## src/rtl/johnson_seq_pkg.sv

```systemverilog
// Shared mode encoding and per-mode sequence period for the Johnson/ring/LFSR generator.
package johnson_seq_pkg;

    typedef enum logic [1:0] {
        MODE_JOHNSON = 2'b00,
        MODE_RING    = 2'b01,
        MODE_LFSR    = 2'b10,
        MODE_HOLD    = 2'b11
    } mode_e;

    // Hold never advances phase, so a period of 1 keeps the counter pinned at 0.
    function automatic int period(mode_e mode, int width);
        case (mode)
            MODE_JOHNSON: return 2 * width;
            MODE_RING:    return width;
            MODE_LFSR:    return (1 << width) - 1;
            default:      return 1;
        endcase
    endfunction

endpackage

```

## src/rtl/johnson_seq_next.sv

```systemverilog
// Combinational next-value and legality logic for one step of the sequence register.
module johnson_seq_next
    import johnson_seq_pkg::*;
#(
    parameter int               WIDTH     = 8,
    parameter logic [WIDTH-1:0] LFSR_TAPS = WIDTH'(8'hB8)
) (
    input  logic [WIDTH-1:0] q,
    input  mode_e            mode,
    input  logic             dir,
    output logic [WIDTH-1:0] q_next,
    output logic             legal
);

    logic [WIDTH-1:0] q_inv;
    assign q_inv = ~q;

    // NOTE: every output gets a default first so no path through the case infers a latch.
    always_comb begin
        q_next = q;
        legal  = 1'b1;
        unique case (mode)
            MODE_JOHNSON: begin
                q_next = dir ? {~q[0], q[WIDTH-1:1]} : {q[WIDTH-2:0], ~q[WIDTH-1]};
                // Legal Johnson words are ones packed against the LSB or against the MSB.
                legal  = ((q & (q + 1'b1)) == '0) || ((q_inv & (q_inv + 1'b1)) == '0);
            end
            MODE_RING: begin
                q_next = dir ? {q[0], q[WIDTH-1:1]} : {q[WIDTH-2:0], q[WIDTH-1]};
                legal  = (q != '0) && ((q & (q - 1'b1)) == '0);
            end
            MODE_LFSR: begin
                q_next = (q >> 1) ^ (q[0] ? LFSR_TAPS : '0);
                legal  = (q != '0);
            end
            MODE_HOLD: begin
                q_next = q;
                legal  = 1'b1;
            end
        endcase
    end

endmodule

```

## src/rtl/johnson_seq_gen.sv

```systemverilog
// Johnson / ring / Galois-LFSR sequence generator with phase counter and wrap pulse.
// Define JOHNSON_SEQ_RECOVER_EN to force illegal states back to 1 with an err pulse.
module johnson_seq_gen
    import johnson_seq_pkg::*;
#(
    parameter int               WIDTH     = 8,
    parameter logic [WIDTH-1:0] LFSR_TAPS = WIDTH'(8'hB8)
) (
    input  logic             clk,
    input  logic             rst_n,
    input  logic             en,
    input  logic [1:0]       mode,
    input  logic             dir,
    input  logic             load,
    input  logic [WIDTH-1:0] load_val,
    output logic [WIDTH-1:0] q,
    output logic [WIDTH-1:0] phase,
    output logic             wrap,
    output logic             err
);

    mode_e            mode_cur;
    mode_e            prev_mode;
    logic [WIDTH-1:0] q_next;
    logic             legal;
    logic [WIDTH-1:0] phase_last;
    logic             step_req;
    logic             mode_changed;
    logic             do_recover;
    logic             err_q;

    assign mode_cur     = mode_e'(mode);
    assign step_req     = en && (mode_cur != MODE_HOLD);
    assign mode_changed = (mode_cur != prev_mode);
    assign phase_last   = WIDTH'(period(mode_cur, WIDTH) - 1);

    johnson_seq_next #(
        .WIDTH     (WIDTH),
        .LFSR_TAPS (LFSR_TAPS)
    ) u_next (
        .q      (q),
        .mode   (mode_cur),
        .dir    (dir),
        .q_next (q_next),
        .legal  (legal)
    );

`ifdef JOHNSON_SEQ_RECOVER_EN
    assign do_recover = step_req && !legal;
    assign err        = err_q;
`else
    logic unused_legal;
    logic unused_err_q;
    assign unused_legal = legal;
    assign unused_err_q = err_q;
    assign do_recover   = 1'b0;
    assign err          = 1'b0;
`endif

    // rst_n is a synchronous, active-high reset despite its name.
    // NOTE: all state here uses non-blocking assignments so every register samples pre-edge values.
    always_ff @(posedge clk) begin
        if (rst_n) begin
            q         <= WIDTH'(1);
            phase     <= '0;
            wrap      <= 1'b0;
            err_q     <= 1'b0;
            prev_mode <= MODE_JOHNSON;
        end else begin
            prev_mode <= mode_cur;
            wrap      <= 1'b0;
            err_q     <= 1'b0;
            if (load) begin
                q     <= load_val;
                phase <= '0;
            end else if (mode_changed) begin
                // A mode switch restarts the phase count even when it also steps.
                phase <= '0;
                if (do_recover) begin
                    q     <= WIDTH'(1);
                    err_q <= 1'b1;
                end else if (step_req) begin
                    q <= q_next;
                end
            end else if (step_req) begin
                if (do_recover) begin
                    q     <= WIDTH'(1);
                    phase <= '0;
                    err_q <= 1'b1;
                end else begin
                    q <= q_next;
                    if (phase == phase_last) begin
                        phase <= '0;
                        wrap  <= 1'b1;
                    end else begin
                        phase <= phase + 1'b1;
                    end
                end
            end
        end
    end

endmodule

```

## config.mk

```make
export PLATFORM = sky130hd
export DESIGN_NAME = johnson_seq_gen
export DESIGN_NICKNAME = d
export VERILOG_FILES = /design/src/rtl/johnson_seq_pkg.sv /design/src/rtl/johnson_seq_next.sv /design/src/rtl/johnson_seq_gen.sv
export SDC_FILE = /design/constraint.sdc
export NUM_CORES = 1
export LEC_CHECK = 0
export ABC_AREA = 1
export CAP_MARGIN = 20
export CORE_MARGIN = 2
export CORE_UTILIZATION = 53
export CTS_BUF_LIST = sky130_fd_sc_hd__clkbuf_4 sky130_fd_sc_hd__clkbuf_8 sky130_fd_sc_hd__clkbuf_16
export CTS_CLUSTER_SIZE = 12
export DETAILED_ROUTE_END_ITERATION = 10
export PLACE_DENSITY = 0.91
export SYNTH_ARGS = -nofsm -noshare
export SYNTH_HDL_FRONTEND = slang
export SYNTH_SLANG_ARGS = --single-unit
```

## constraint.sdc

```tcl
create_clock -name clk -period 3.3 [get_ports clk]
set_input_delay 0.66 -clock clk [delete_from_list [all_inputs] [get_ports clk]]
set_output_delay 0.66 -clock clk [all_outputs]
set_load 0.01 [all_outputs]
```

; ---- After elaboration in Yosys (flattened, before gate mapping)
; Cells that the tools add are included.
[totals]
elab_cells = 32
output_inout_bits = 18
reg_bits = 19
input_bits = 15
[classes]
n_mux = 9
add_sub_neg = 2
bitwise_logic = 4
reduce_logical = 6
eq_ne = 7
[op_table]
columns = op, n
row1 = two-way mux 8 bit, 6
row2 = case mux 8 bit (3 select lines), 2
row3 = "adder 8 x 1 -> 8 bit, second input constant", 1
row4 = equality test 8 bit, 1
row5 = "subtractor 8 x 2 -> 8 bit, second input constant", 1
row6 = bitwise XOR 7 x 8 -> 8 bit, 1
row7 = "equality test 2 bit, second input constant", 2
row8 = "!= test 2 bit, second input constant", 2
row9 = OR reduction 4 bit, 1
row10 = inverter 1 bit, 3
row11 = OR reduction 3 bit, 1
row12 = "equality test 2 x 1 -> 1 bit, second input constant", 1
row13 = logical NOT 2 bit, 1
row14 = != test 2 bit, 1
row15 = AND reduction 2 bit, 1
row16 = nonzero test 2 bit, 1
row17 = logical AND 1 bit, 1
row18 = two-way mux 1 bit, 1

; ---- Depth between registers and ports, before layout
[logic_depth]
depth_word = 5
depth_mapped = 10
depth_no_buf = 10

; ---- Hierarchy
; From an unflattened synthesis, not the netlist that was laid out.
[unflattened]
cells_unflattened = 245
hier_area_um2 = 1581.5
[by_module_without_submodules]
columns = mod, cells_per_inst, n_inst, area_per_inst_um2, seq_area_each_um2
row1 = johnson_seq_gen, 142, 1, 1054.8, 380.4
row2 = johnson_seq_next, 103, 1, 526.8, 0.0

; ---- Least setup slack after synthesis
; No wires, ideal clock.
[synth_timing]
path_type = input to register
from = input mode[0]
to = register q[4]
path_stages = 8
arrival_time_ns = 1.595
setup_time_ns = 0.114
required_time_ns = 3.186
path_buffers = 0
path_slack_ns = 1.591
path_cell_list = inv_1 ha_1 nor2_1 inv_1 nand3_1 nand3_1 nand2_1 a21oi_2
[synth_via]
elab_chain_cells = 4
elab_cells_between_ends = 12
classes_between = 5 x eq/ne / 3 x mux / 4 x reduce/logical
[synth_lines]
columns = item, line_no
row1 = "start, declared", johnson_seq_gen.sv:12  ; input logic [1:0] mode,
row2 = "equality test 2 bit, or another cell as far along", -
row3 = case mux 8 bit (3 select lines) or logical AND 1 bit (tied branches), "johnson_seq_next.sv:22, johnson_seq_gen.sv:33"
row4 = two-way mux 8 bit or nonzero test 2 bit (tied branches), -
row5 = two-way mux 8 bit or AND reduction 2 bit (tied branches), -
row6 = "end signal, assigned", johnson_seq_gen.sv:74  ; q <= load_val;
row7 = "end signal, assigned", johnson_seq_gen.sv:83  ; q <= q_next;
row8 = "end signal, assigned", johnson_seq_gen.sv:91  ; q <= q_next;
row9 = "end, declared", johnson_seq_gen.sv:16  ; output logic [WIDTH-1:0] q,
; Parallel ways exist; a longest one is shown, timed or not. The select of a mux whose other input is x is not followed.
; A chain may end at the register's enable or synchronous reset.

; ---- Worst setup path after layout
[layout_timing]
from = input mode[0]
to = register q[7]
; The elaborated chain is that of the path after synthesis.

==> results_dict.tcl <==
set metrics [dict create \
    final_cell_mix "68 x nand2_1, 31 x clkdlybuf4s50_1, 26 x inv_1, 20 x nor2_1, 19 x dfxtp_1" \
    preCtsSetupSlack_ns 0.614 \
    start_kind "primary input" \
    grt_pass1_vias 1229 \
    grt_max_degree 18 \
    dp_cells 273 \
    ant_nets 0 \
    cp-startpoint "mode[0]" \
    vias 1409 \
    critPathMaxFanout 11 \
    clockBufferDepth 2 \
    hold_ws_ns 0.517 \
    synth-main-ff-cell "dfxtp_1" \
    cap_violations 0 \
    crit_chain "clkdlybuf4s50_1 > ha_1 > nor2_4 > nor2_2 > inv_1 > o21ai_0 > a21oi_1" \
    drcViolationCount 0 \
    min-delay-start "q[1]$_SDFFE_PP0P_" \
    fp.dieH_um 55.3 \
    viasPerCell 5.09 \
    grt.overflow.total 0 \
    cpPeakStageDelay_ns 0.63 \
    synthDistinctLibCells 30 \
    layout_commonest_cell "nand2_1" \
    synthAdderAreaFrac 0.0539 \
    synthToLayoutAreaGrowth_pct 23.4 \
    path_clk_slew_ns 0.12 \
    cts-resized-gates 0 \
    synth_top_family_by_area "simple AND/OR/NAND/NOR gates" \
    layout.nets 269 \
    period_needed_ns 2.37 \
    rr_worst_depth 5 \
    grt_setup_unrepaired "no" \
    fp.dieW_um 55.3 \
    drtIter0Drc 64 \
    rows 18 \
    synth-simple-area-share 0.413 \
    syn-num-nets 239 \
    antenna_found_initial 0 \
    cts_hold_buf 0 \
    critPathCaptureType "flop" \
    max_slew_margin 0.649 \
    core_um2 2480 \
    r2r_slack_ns 2.06 \
    synthXorXnorAreaFrac 0.0314 \
    finalInstanceArea_um2 1720 \
    worstSetupPathType "in -> reg" \
    cp_slowest_cell "clkdlybuf4s50_1" \
    vdd_drop_max_v 0.000229 \
    place.port_buffers 31 \
    post-dp-hpwl_mm 2.35 \
    power_per_cell_area_nw_per_um2 301 \
    antenna_cells 0 \
    worst_pin_slew_ns 0.526 \
    wl_mm 3.16 \
    cts_tree "yes" \
    hold_end "q[1]$_SDFFE_PP0P_" \
    synth_edf_count 0 \
    cts.htree.levels 1 \
    layout-drive-gt1-share 0.113 \
    power_leakage_nw 0.766 \
    netlist_area_um2 1390 \
    fmax_ghz 0.422 \
    grt_use_met1 0.290 \
    async_reset_ff_frac 0 \
    drt_first_pass_iters 4 \
    setup_viol 0 \
    hold_path_class "reg -> reg" \
    gr-usage-all-layers 0.217 \
    grtUsageMet3 0.0328 \
    met2_usage 0.350 \
    r2r_start "phase[3]$_SDFFE_PP0P_" \
    cts_buffers 3 \
    dpl_cell_area_um2 1690 \
    cts.sinks 19 \
    outcome "completed" \
    finalWorstSetupSlack_ns 0.928 \
    grt_pass1_wl_mm 5.44 \
    synth-compound-area-share 0.105 \
    reg2reg_to "phase[7]$_SDFFE_PP0P_" \
    start_util 0.562 \
    ys_ff_latch 19 \
    setup-tns-final_ns 0 \
    skew_ns 0.00212 \
    fin_crit_sh 0.719 \
    die_area_um2 3050 \
    synth_warnings 0 \
    cp_data_required_time_ns 3.51 \
    synthMuxAreaShare 0 \
    ios 33 \
    cts_root_buffer "clkbuf_4" \
    post_cts_buffers 0 \
    busiest_layer "met2" \
    clock_latency_ns 0.30 \
    final_cells 277 \
    synth_cells 218 \
    synth_seq_area_share 0.273 \
    holdPathStages 2 \
    avgRoutedWirePerCell_um 11.4 \
    hold_viol 0 \
    synth.avg_cell_area_um2 6.39 \
    place_congestion 0.876 \
    slew_violations 0 \
    cp.arrival_ns 2.58 \
]
## registers in the layout, indices dropped and copies added, names as in the netlist
signal	count
phase	8
prev_mode	2
q	8
wrap	1
## area by class of cell
class / instances / area, um2
tap: 30 / 37.5
fill: 224 / 759
timing repair buffer: 31 / 310
inverter: 30 / 118
clock buffer: 3 / 22.5
clock inverter: 1 / 5.00
sequential: 19 / 380
multi-input combinational: 163 / 845
## per-stage QoR
stage	util	power, mW
after floorplan	-	0.347
after global placement	0.682	0.395
after detailed placement	0.682	0.397
after CTS	0.693	0.522
after global routing	0.693	0.552
final	0.693	0.518
## synth_stat cells (2+ instances only)
cell type / count / share of area
a21oi_1: 8 / 0.029
a21oi_2: 3 / 0.019
buf_4: 3 / 0.016
buf_6: 2 / 0.016
dfxtp_1: 19 / 0.27
ha_1: 6 / 0.054
inv_1: 26 / 0.070
inv_2: 3 / 0.0081
nand2_1: 68 / 0.18
nand2_4: 2 / 0.016
nand3_1: 15 / 0.054
nand4_1: 3 / 0.013
nor2_1: 20 / 0.054
nor2_2: 8 / 0.036
nor2_4: 2 / 0.016
o21ai_0: 12 / 0.043
or2_2: 2 / 0.0090
xnor2_1: 2 / 0.013
xor2_1: 3 / 0.019
## per-layer routing
layer	routed length, um	share of wire
met2	1500	0.47
met5	0	0
met4	58	0.018
met1	1410	0.45
met3	197	0.062
## report_power, final
group | internal (mW) | switching [mW] | leakage [nW]
logic | 0.0642 | 0.0771 | 0.592
registers | 0.240 | 0.0122 | 0.156
clock network | 0.0452 | 0.0793 | 0.0177
total | 0.349 | 0.169 | 0.766
## kinds of logic (layout without fill, tap and decap cells)
kind of cell / after synthesis / after routing
AO/OA/AOI/OAI: 26 / 26
XOR/XNOR: 5 / 5
adder cells (fa/ha/maj): 6 / 6
buffers and inverters: 36 / 65
flip-flops: 19 / 19
other: 1 / 1
AND/OR/NAND/NOR: 125 / 125
## worst max path at each step
stage | slack, ns | cells past startpoint | endpoint
after CTS | 0.95 | 7 | q[7]$_SDFFE_PP0P_
after global placement | 0.74 | 9 | q[3]$_SDFFE_PP0P_
after floorplan | 1.59 | 8 | q[4]$_SDFFE_PP0P_
after global routing | 0.75 | 7 | q[0]$_SDFFE_PP1P_
final | 0.93 | 7 | q[7]$_SDFFE_PP0P_
after detailed placement | 0.61 | 7 | q[7]$_SDFFE_PP0P_
## worst max-delay path: cells and delay by family
family                   cells  cell delay, ns
adder cells (fa/ha/maj)      1            0.32
AO/OA/AOI/OAI                2            0.27
AND/OR/NAND/NOR              2            0.50
buffers and inverters        2            0.83
Note: power is estimated with default switching activity, not from simulation.
